<file path="config.mk">
export PLATFORM = sky130hd
export DESIGN_NAME = moda_lane_collector
export DESIGN_NICKNAME = d
export VERILOG_FILES = /design/src/rtl/moda_lane_collector.sv
export SDC_FILE = /design/constraint.sdc
export NUM_CORES = 1
export LEC_CHECK = 0
export ABC_AREA = 0
export BUFFER_PORTS_ARGS = -buffer_cell sky130_fd_sc_hd__buf_2
export CORE_AREA = 2 2 58 60
export CTS_CLUSTER_DIAMETER = 100
export DETAILED_ROUTE_END_ITERATION = 8
export DIE_AREA = 0 0 60 62
export HOLD_SLACK_MARGIN = 0.06
export PLACE_DENSITY = 0.72
export SLEW_MARGIN = 20
export SYNTH_ARGS = -nofsm -noshare
export SYNTH_HDL_FRONTEND = slang
export SYNTH_SLANG_ARGS = --single-unit
</file>
<file path="constraint.sdc">
create_clock -name clk -period 5.5 [get_ports clk]
set_input_delay 0.275 -clock clk [delete_from_list [all_inputs] [get_ports clk]]
set_output_delay 0.275 -clock clk [all_outputs]
set_load 0.05 [all_outputs]
</file>
<file path="src/rtl/moda_lane_collector.sv">
// Collects per-lane moda events into sticky slots and streams {lane, code} records round-robin.
// Two-cycle latency from lane_vld to out_vld; out_rdy low holds the record and extra events on a pending lane set ovf.
module moda_lane_collector #(
    parameter int LANES = 4,
    parameter int LW    = 2,
    parameter int CNT_W = 8
) (
    input  logic                 clk,
    input  logic                 rst,
    input  logic [LANES-1:0]     lane_vld,
    input  logic [2*LANES-1:0]   lane_dat,
    output logic                 out_vld,
    input  logic                 out_rdy,
    output logic [LW-1:0]        out_lane,
    output logic [1:0]           out_dat,
    output logic [LANES-1:0]     ovf,
    input  logic                 ovf_clr,
    output logic [CNT_W-1:0]     evt_cnt
);

    typedef enum logic {IDLE, HOLD} state_t;

    state_t               state_q, state_d;
    logic [LANES-1:0]     pend_q, pend_d;
    logic [2*LANES-1:0]   slot_q, slot_d;
    logic [LW-1:0]        lane_q, lane_d;
    logic [1:0]           dat_q, dat_d;
    logic [LANES-1:0]     ovf_q, ovf_d;
    logic [CNT_W-1:0]     cnt_q, cnt_d;
    logic [LW-1:0]        rr_q, rr_d;

    logic [LW-1:0]        win;
    logic                 any_pend;
    logic                 load;
    logic                 accept;
    logic [LANES-1:0]     drain;
    logic [LANES-1:0]     ovf_set;

    // First pending lane at or above ptr, wrapping at LANES-1.
    function automatic logic [LW-1:0] pick(input logic [LANES-1:0] p, input logic [LW-1:0] ptr);
        logic [LW-1:0] w;
        logic          f;
        int            idx;
        w = ptr;
        f = 1'b0;
        for (int k = 0; k < LANES; k++) begin
            idx = int'(ptr) + k;
            if (idx >= LANES) idx = idx - LANES;
            if (!f && p[idx]) begin
                f = 1'b1;
                w = LW'(idx);
            end
        end
        return w;
    endfunction

    function automatic logic [LW-1:0] next_ptr(input logic [LW-1:0] g);
        if (int'(g) == LANES - 1) return '0;
        else return g + LW'(1);
    endfunction

    always_comb begin
        state_d  = state_q;
        load     = 1'b0;
        lane_d   = lane_q;
        dat_d    = dat_q;
        rr_d     = rr_q;
        drain    = '0;
        cnt_d    = cnt_q;
        win      = pick(pend_q, rr_q);
        any_pend = |pend_q;
        accept   = (state_q == HOLD) && out_rdy;

        case (state_q)
            IDLE: begin
                if (any_pend) begin
                    load    = 1'b1;
                    state_d = HOLD;
                end
            end
            HOLD: begin
                if (out_rdy) begin
                    if (any_pend) load = 1'b1;
                    else state_d = IDLE;
                end
            end
            default: state_d = IDLE;
        endcase

        if (load) begin
            lane_d     = win;
            dat_d      = slot_q[2*int'(win) +: 2];
            rr_d       = next_ptr(win);
            drain[win] = 1'b1;
        end

        if (accept && (cnt_q != {CNT_W{1'b1}})) cnt_d = cnt_q + CNT_W'(1);
    end

    // A lane drained this edge may recapture without overflowing.
    always_comb begin
        pend_d  = pend_q;
        slot_d  = slot_q;
        ovf_set = '0;
        for (int i = 0; i < LANES; i++) begin
            pend_d[i]  = (pend_q[i] & ~drain[i]) | lane_vld[i];
            ovf_set[i] = lane_vld[i] & pend_q[i] & ~drain[i];
            if (lane_vld[i] & (~pend_q[i] | drain[i])) slot_d[2*i +: 2] = lane_dat[2*i +: 2];
        end
        ovf_d = (ovf_clr ? '0 : ovf_q) | ovf_set;
    end

    always_ff @(posedge clk or posedge rst) begin
        if (rst) begin
            state_q <= IDLE;
            pend_q  <= '0;
            slot_q  <= '0;
            lane_q  <= '0;
            dat_q   <= '0;
            ovf_q   <= '0;
            cnt_q   <= '0;
            rr_q    <= '0;
        end else begin
            state_q <= state_d;
            pend_q  <= pend_d;
            slot_q  <= slot_d;
            lane_q  <= lane_d;
            dat_q   <= dat_d;
            ovf_q   <= ovf_d;
            cnt_q   <= cnt_d;
            rr_q    <= rr_d;
        end
    end

    assign out_vld  = (state_q == HOLD);
    assign out_lane = lane_q;
    assign out_dat  = dat_q;
    assign ovf      = ovf_q;
    assign evt_cnt  = cnt_q;

endmodule

</file>
==> results of run 1 <==
==> synth_stat cells (all sizes together) <==
cell     count
ha           5
a21o         1
o21ai        7
nand4        3
mux2        11
a221oi       2
nand2b       3
xor2         4
mux2i        2
a21boi       1
xnor2        3
dfrtp       31
or2b         1
nor2b        3
o41ai        1
nor4b        2
o211a        1
a21oi        2
nor2         5
inv         17
a2111oi      2
o21a         1
o22ai        4
nand3        4
buf          1
nor3         1
nand2       12
or2          1
==> what timing repair did <==
action / in CTS / in global routing
buffers inserted: 0 / 0
hold endpoints to repair: 0 / 14
hold buffers: 0 / 1
==> registers in the layout, indices dropped and copies added (netlist names) <==
name / flops
out_vld: 1
out_dat: 2
rr_q: 2
out_lane: 2
slot_q: 8
pend_q: 4
ovf: 4
evt_cnt: 8
==> kinds of logic after synthesis <==
kind of cell	Yosys count	share of synthesized area, %
simple gates	35	13.3
flops	31	52.7
compound gates	22	11.2
buf+inv	18	4.67
mux	13	9.77
xor+xnor	7	4.16
fa+ha+maj	5	4.25
==> worst register-to-register path, cell delays in order (launching register included) <==
cell and delay (ps):
dfrtp_1 460, nor2_1 170, a21boi_1 350, nor3_4 110, inv_2 150, ha_1 170
inv_1 40, o21ai_0 310, nand2_1 140, mux2_2 290
==> final cells by class <==
cell class	instances	area (um^2)
clock inverter	1	5.00
inverter	17	63.8
tap	46	57.6
clock buffer	7	45.0
timing repair buffer	33	170
fill	271	1420
multi-input combinational	82	639
sequential	31	776
==> report_power, final <==
part           switching [uW]  total, uW  internal, uW
clock network            74.4        124          49.7
registers                94.4        424           329
logic                     380        586           206
total                     549       1130           586
==> layout by cell type, fill, tap and decap left out, types with 2 or more instances in the layout <==
cell type	n
nand3_1	4
clkbuf_1	2
xor2_1	4
nand2_1	12
a2111oi_0	2
inv_2	2
xnor2_1	3
clkbuf_4	5
a221oi_1	2
o22ai_1	4
nor4b_1	2
nand4_1	3
o21ai_0	6
mux2i_1	2
buf_2	32
ha_1	5
dfrtp_1	31
nor2b_1	2
mux2_2	11
inv_1	15
nor2_1	5
nand2b_1	3
==> per-layer routing <==
layer	track usage, %	share of wire (%)
met5	0	0
met4	11.4	3.2
met3	4.35	4.1
met2	25.9	44
met1	23.7	48
==> worst min path at each step <==
stage,startpoint,end,slack [ps],depth (start not counted)
CTS,lane_vld[3],pend_q[3],130,3
finish,lane_vld[3],pend_q[3],140,3
detailed placement,out_lane[1],out_lane[1],460,1
floorplan,ovf_clr,ovf[0],370,1
global route,lane_vld[2],pend_q[2],140,3
global placement,out_lane[1],out_lane[1],460,1
==> per-stage QoR <==
step	setup WS (ps)	power [uW]	hold slack (ps)
6_report	3220	1130	145
5_1_grt	2980	1220	144
4_1_cts	3130	1140	132
3_5_place_dp	3170	1010	462
3_3_place_gp	3200	990	464
2_1_floorplan	3530	870	374
==> out/metrics.cfg, run 1 <==
[run_status]
outcome = finished, final reports clean

[floorplanning]
die_x_um = 60
initial_core_util_pct = 46.3
fp-row-count = 21
core-area_um2 = 3180
ios = 33
die-height_um = 62
fp.dieArea_um2 = 3720

[placement]
portBuffers = 32
hpwl_mm = 2.10
place_congestion = 0.837
placed_area_um2 = 1690
dp_cells = 208

[hold_path]
hp-class = input pin to register

[setup_path]
crit_path_end_kind = register
slowest_stage = dfrtp_1
path_depth = 9
cp_num_buf_inv = 2
crit_path_end = slot_q[4]
criticalPathCategory = register to register
r2r_cells = 9
critPathMaxStageDelay_ps = 460
worst-r2r-setup-slack_ps = 3220
rr_endpoint = slot_q[4]
crit_chain = nor2_1 > a21boi_1 > nor3_4 > inv_2 > ha_1 > inv_1 > o21ai_0 > nand2_1 > mux2_2
critPathArrivalTime_ps = 2510
startpoint_type = register
cp_max_fo = 8
critPathLaunch = pend_q[1]
required_ps = 5730
crit_family = compound AO/OA/AOI/OAI gates
rr_startpoint = pend_q[1]

[global_route]
grt_max_degree = 32
grt_pass1_vias = 1066
antenna_found_initial = 0
grt_pass1_wl_mm = 4.64
track_usage_pct = 17.7
overflow = 0

[timing]
fin_crit_sh_pct = 41.5
drv_slew = 0
finClkSkew_ps = 9.45
rsz0062_at_grt = no
slew_headroom_pct = 53.9
post-route-min-period_ps = 2280
clock.fmax_mhz = 438
tightest_slew_ps = 690
setup-violations-final = 0
fin_setup_tns_ps = 0
hold_viol = 0

[detailed_routing]
ant_nets = 0
wl_per_cell_um = 12.7
first_iter_violations = 26
via_per_inst = 4.94
first_pass_iters = 4
via_count = 1072
wirelength_mm = 2.75
post-route-drc-count = 0

[synth]
syn_area_um2 = 1470
synth.net_count = 152
seq_area_frac_synth_pct = 52.7
synth_cell_type_count = 32
syn_area_per_cell_um2 = 11.2
synth-seq-cells = 31
postSynthCellCount = 131
yosys_warnings = 0
yosys-top-cells-area = dfrtp_1 (53%), mux2_2 (8.4%), ha_1 (4.2%), inv_1 (4.1%), nand2_1 (3.1%)
synth_top_area_cell = dfrtp_1
synthDominantCellAreaShare_pct = 52.7

[job]
drv_cap = 0

[final_layout]
final_cells = 217
n_antenna_cell = 0
nets = 191
area_growth_pct = 19.3
layout-drive-gt1-share_pct = 33.3
postLayoutCellArea_um2 = 1760
utilization_pct = 55.3

[clock_network]
cts_tree = done
clock_latency_ps = 340
numCtsBuffers = 5
cts_resized = 0
root_buffer = clkbuf_4
cts_sinks = 31
clk_pin_slew_worst_paths_ps = 90
htree_levels = 2
clock_path_buffers = 2

[power_and_ir_drop]
powerDensity_nw_per_um2 = 646
p_leak_uw = 0.000860
ir_worst_vdd_v = 0.000298

Note: power is estimated with default switching activity, not from simulation.
==> inputs of run 2 (changes only) <==
- clock period: 5.5 -> 2.35 ns (I/O delays scaled with it)
==> run 2 against run 1 <==
Effect of this change: sequential share of layout area decreased by 3.5 points; design area increased by 8.7%; register-to-register slack got worse by 3000 ps; clock skew decreased by 1.2 ps; non-clock buffer count increased by 16; clock-buffer cell count decreased by 2; maximum frequency increased by 4.6%; critical path type unchanged; largest power group unchanged.
==> out/metrics.cfg, run 2 (synthesized netlist as in run 1, its figures left out) <==
[run_status]
outcome = finished, final reports clean

[global_route]
grt_pass1_vias = 1115  ; +4.6%
grt_max_degree = 32  ; unchanged
grt_pass1_wl_mm = 5.06  ; +9.2%
antenna_found_initial = 0  ; unchanged
track_usage_pct = 18.8  ; +1.1 points
overflow = 0  ; unchanged

[placement]
portBuffers = 32  ; unchanged
hpwl_mm = 2.11  ; +0.42%
placed_area_um2 = 1710  ; +1.3%
place_congestion = 0.892  ; +6.6%
pre_cts_slack_ps = 53.5  ; -3110 ps
dp_cells = 211  ; +1.4%

[final_layout]
fillers = 259  ; -4.4%
layout-drive-gt1-share_pct = 34.2  ; +0.89 points
postLayoutCellArea_um2 = 1910  ; +8.7%
final_cells = 233  ; +7.4%
area_growth_pct = 29.7
final_cell_mix = buf_2 (32), dfrtp_1 (30), inv_1 (16)
mostFrequentLayoutCell = buf_2
n_antenna_cell = 0  ; unchanged
nets = 207  ; +8.4%

[job]
drv_cap = 0  ; unchanged

[power_and_ir_drop]
total_power_uw = 2710  ; +140%
ir_worst_vdd_v = 0.000636  ; +110%
powerDensity_nw_per_um2 = 1420  ; +120%
p_leak_uw = 0.000923  ; +7.3%

[setup_path]
required_ps = 2570  ; -3160 ps
criticalPathCategory = register to register
critPathArrivalTime_ps = 2410  ; -100 ps
startpoint_type = register
rr_startpoint = pend_q[2]
crit_family = simple AND/OR/NAND/NOR gates
crit_chain = nor2b_4 > o21a_4 > nor3_4 > inv_2 > ha_1 > inv_1 > o21ai_1 > nand2_1 > mux2_2
cp_num_buf_inv = 2  ; unchanged
cp_max_fo = 8  ; unchanged
crit_path_end_kind = register
slowest_stage = dfrtp_2
critPathLaunch = pend_q[2]
critPathMaxStageDelay_ps = 460  ; about the same

[timing]
tightest_slew_ps = 648  ; -41.7 ps
rsz0062_at_grt = no
drv_slew = 0  ; unchanged
fin_crit_sh_pct = 92.9  ; +51 points
slew_headroom_pct = 56.3  ; +2.5 points
fin_setup_tns_ps = 0  ; unchanged
worst_slack_ps = 167  ; -3050 ps
setup-violations-final = 0  ; unchanged
clock.fmax_mhz = 458  ; +4.6%
finClkSkew_ps = 8.20  ; -1.25 ps
post-route-min-period_ps = 2180  ; -101 ps
hold_viol = 0  ; unchanged

[detailed_routing]
ant_nets = 0  ; unchanged
via_count = 1137  ; +6.1%
first_iter_violations = 12  ; -54%
first_pass_iters = 4  ; unchanged
wl_per_cell_um = 12.9  ; +2.2%
via_per_inst = 4.88  ; -1.2%
post-route-drc-count = 0  ; unchanged
wirelength_mm = 3.01  ; +9.7%

[clock_network]
htree_levels = 2  ; unchanged
clk_pin_slew_worst_paths_ps = 100  ; about the same
cts_tree = done
numCtsBuffers = 5  ; unchanged
root_buffer = clkbuf_4
cts_sinks = 31  ; unchanged
clock_path_buffers = 2  ; unchanged
clock_latency_ps = 330  ; about the same
post-cts-setup-buffers = 0  ; unchanged

[floorplanning]
die-height_um = 62  ; unchanged
core-area_um2 = 3180  ; unchanged
fp.dieArea_um2 = 3720  ; unchanged
initial_core_util_pct = 46.3  ; unchanged
die_x_um = 60  ; unchanged
fp-row-count = 21  ; unchanged
ios = 33  ; unchanged

[hold_path]
hold_start = out_rdy
hp-class = input pin to register

==> run 2: per-layer routing <==
layer	GRT usage (%)	up-vias	routed length, um
li1	-	558	-
met1	24.8	543	1410
met2	28.6	29	1410
met3	6.00	7	143
met4	8.57	0	43
met5	0	-	0
==> run 2: path summary, 6_finish.rpt <==
kind                       slack (ps)           to  depth (start not counted)
max                               170    slot_q[1]                          9
min                               140      out_vld                          3
max reg2reg                       170    slot_q[1]                          9
min reg2reg                       500  out_lane[0]                          2
max in group asynchronous        1660    pend_q[2]                          4
min in group asynchronous         400      rr_q[0]                          4
==> run 2: cell type report <==
| class | count | area, um^2 | area share, % |
|---|---|---|---|
| Sequential cell | 31 | 777 | 40.7 |
| Multi-Input combinational cell | 82 | 636 | 33.3 |
| Timing Repair Buffer | 49 | 323 | 16.9 |
| Inverter | 17 | 63.8 | 3.34 |
| Tap cell | 46 | 57.6 | 3.01 |
| Clock buffer | 5 | 37.5 | 1.97 |
| Clock inverter | 3 | 15.0 | 0.786 |
==> run 2: repair_timing <==
action / CTS / global route
hold buffers: 14 / 0
endpoints found under the setup margin: 0 / 5
endpoints found under the hold margin: 47 / 0
gates resized for setup: 0 / 5
==> run 2: stage by stage <==
stage                     hold WS, ps  util, %
final                             135     60.1
after global routing              153     60.1
after CTS                         128     59.8
after detailed placement          215     53.7
after global placement            205     53.7
after floorplan                   216        -
==> run 2: power by group <==
group	switching [uW]	leakage (uW)	internal [uW]
clock	185	0.0000347	111
combinational	909	0.000531	518
sequential	219	0.000357	772
total	1310	0.000923	1400
==> run 2: tightest hold or removal path, cell delays in order <==
cell,delay (ps)
buf_2,90
nand2b_1,140
nand3_1,70
==> inputs of run 3 (changes only) <==
- CORE_AREA: 2 2 58 60 -> 2 2 74 76
- CTS_BUF_LIST: not set -> sky130_fd_sc_hd__clkbuf_4 sky130_fd_sc_hd__clkbuf_8
- DIE_AREA: 0 0 60 62 -> 0 0 76 78
- PLACE_DENSITY: 0.72 -> not set
==> run 3 against run 2 <==
Effect of this change: worst setup slack gained 34 ps; highest routed layer unchanged; first-iteration DRC count grew 75%; critical path depth is the same; clock power grew 57%; register-to-register slack gained 30 ps; clock-buffer cell count grew 3; clock skew shrank 3.4 ps; via count shrank 2.6%; design area grew 1.9%.
==> out/metrics.cfg, run 3 (synthesized netlist as in run 1, its figures left out) <==
[clock_network]
numCtsBuffers = 5  ; unchanged
clk_pin_slew_worst_paths_ps = 60  ; -40 ps
root_buffer = clkbuf_8
cts_tree = done
clock_latency_ps = 280  ; -50 ps
cts_sinks = 31  ; unchanged
clock_path_buffers = 2  ; unchanged
htree_levels = 2  ; unchanged

[detailed_routing]
wirelength_mm = 2.98  ; -1.2%
ant_nets = 0  ; unchanged
wl_per_cell_um = 11.7  ; -9.3%
first_iter_violations = 21  ; +9
first_pass_iters = 4  ; unchanged
via_count = 1108  ; -2.6%
via_per_inst = 4.36  ; -11%
post-route-drc-count = 0  ; unchanged

[timing]
tightest_slew_ps = 441  ; -207 ps
hold_viol = 0  ; unchanged
fin_setup_tns_ps = 0  ; unchanged
rsz0062_at_grt = no
setup-violations-final = 0  ; unchanged
slew_headroom_pct = 69.8  ; +13 points
fin_crit_sh_pct = 91.5  ; -1.4 points
drv_slew = 0  ; unchanged
clock.fmax_mhz = 465  ; +1.6%
finClkSkew_ps = 4.77  ; -3.43 ps
post-route-min-period_ps = 2150  ; -33.7 ps

[setup_path]
required_ps = 2520  ; -50 ps
rr_startpoint = pend_q[2]
criticalPathCategory = register to register
critPathArrivalTime_ps = 2320  ; -90 ps
critPathLaunch = pend_q[2]
rr_endpoint = slot_q[5]
cp_max_fo = 8  ; unchanged
worst-r2r-setup-slack_ps = 200  ; +30 ps
r2r_cells = 9  ; unchanged
crit_path_end = slot_q[5]
startpoint_type = register
crit_path_end_kind = register

[final_layout]
nets = 204  ; -1.4%
final_cell_mix = buf_2 (32), dfrtp_1 (31), inv_1 (16)
final_cells = 254  ; +9.0%
layout-drive-gt1-share_pct = 35.9  ; +1.6 points
n_antenna_cell = 0  ; unchanged
area_growth_pct = 32.1
utilization_pct = 38.6  ; -21 points
mostFrequentLayoutCell = buf_2

[floorplanning]
core-area_um2 = 5040  ; +59%
die_x_um = 76  ; +27%
die-height_um = 78  ; +26%
fp-row-count = 26  ; +24%
fp.dieArea_um2 = 5930  ; +59%
ios = 33  ; unchanged
initial_core_util_pct = 29.2  ; -17 points

[placement]
hpwl_mm = 2.20  ; +4.6%
portBuffers = 32  ; unchanged
dp_cells = 239  ; +13%
place_congestion = 0.807  ; -9.5%

[hold_path]
hp-class = input pin to register

[global_route]
grt_pass1_vias = 1091  ; -2.2%
antenna_found_initial = 0  ; unchanged
top_usage_layer = met2
track_usage_pct = 11.0  ; -7.8 points
grt_use_met1_pct = 14.1  ; -11 points
grt_max_degree = 32  ; unchanged
grtUsageMet2_pct = 17.2  ; -11 points
overflow = 0  ; unchanged
grt_pass1_wl_mm = 5.09  ; +0.55%
gr-usage-met3_pct = 2.56  ; -3.4 points

[run_status]
outcome = finished, final reports clean

[power_and_ir_drop]
ir_worst_vdd_v = 0.000577  ; -9.4%
powerDensity_nw_per_um2 = 1490  ; +4.7%
p_leak_uw = 0.000933  ; +1.1%

[job]
drv_cap = 0  ; unchanged

## run 3: cell types whose count changed in the layout (fill, tap and decap cells not counted)
cell / before / now
buf_4: 3 / 7
clkbuf_4: 5 / 1
clkbuf_8: 0 / 7
clkinv_2: 3 / 0
dfrtp_1: 30 / 31
dfrtp_2: 1 / 0
dlygate4sd3_1: 14 / 7
o21ai_0: 4 / 6
o21ai_1: 2 / 1
o21ai_2: 1 / 0
## run 3: cell type report
cell class	count	area, um^2
tap	70	87.6
multi-input combinational	82	632
clock buffer	8	104
inverter	17	63.8
fill	498	3100
sequential	31	776
timing repair buffer	46	283
## run 3: power by group
group,switching [uW],internal [uW],leakage (uW),total [uW]
combinational,891,559,0.000521,1450
sequential,208,773,0.000357,982
clock,185,278,0.0000549,464
total,1280,1610,0.000933,2900
## run 3: worst min path at each step
stage / startpoint / cells after the start / slack, ps / to
2_1_floorplan: rst / 1 / 220 / evt_cnt[0]
3_3_place_gp: rst / 3 / 220 / evt_cnt[0]
3_5_place_dp: rst / 3 / 230 / evt_cnt[0]
4_1_cts: lane_dat[2] / 2 / 70 / slot_q[2]
5_1_grt: lane_dat[3] / 2 / 70 / slot_q[3]
6_report: lane_dat[2] / 2 / 70 / slot_q[2]
## run 3: stage by stage
stage	cell area (um^2)	hold WS, ps	setup slack [ps]	total power [uW]
after floorplan	1470	216	382	2040
after global placement	1770	220	233	2430
after detailed placement	1770	225	165	2440
after CTS	1940	66.2	144	2930
after global routing	1950	70.2	7.91	3120
final	1950	72.0	201	2900
## run 3: what timing repair did
item / CTS / global route
hold buffers: 7 / 0
setup endpoints to repair: 0 / 2
buffers inserted: 0 / 0
gates resized for setup: 0 / 1
hold endpoints to repair: 37 / 0
## run 3: per-layer routing
metal  vias up  share of wire [%]
met5         -                  0
met4         0                2.5
met3         6                3.1
met2        20                 48
met1       531                 47
li1        551                  -
## run 3: critical path, stage by stage (launching register included)
cell and delay (ps):
dfrtp_1 440, or2b_1 260, a21oi_2 230, nor3_4 70, inv_2 140, ha_1 160
inv_1 30, o21ai_0 270, nand2_1 140, mux2_2 290
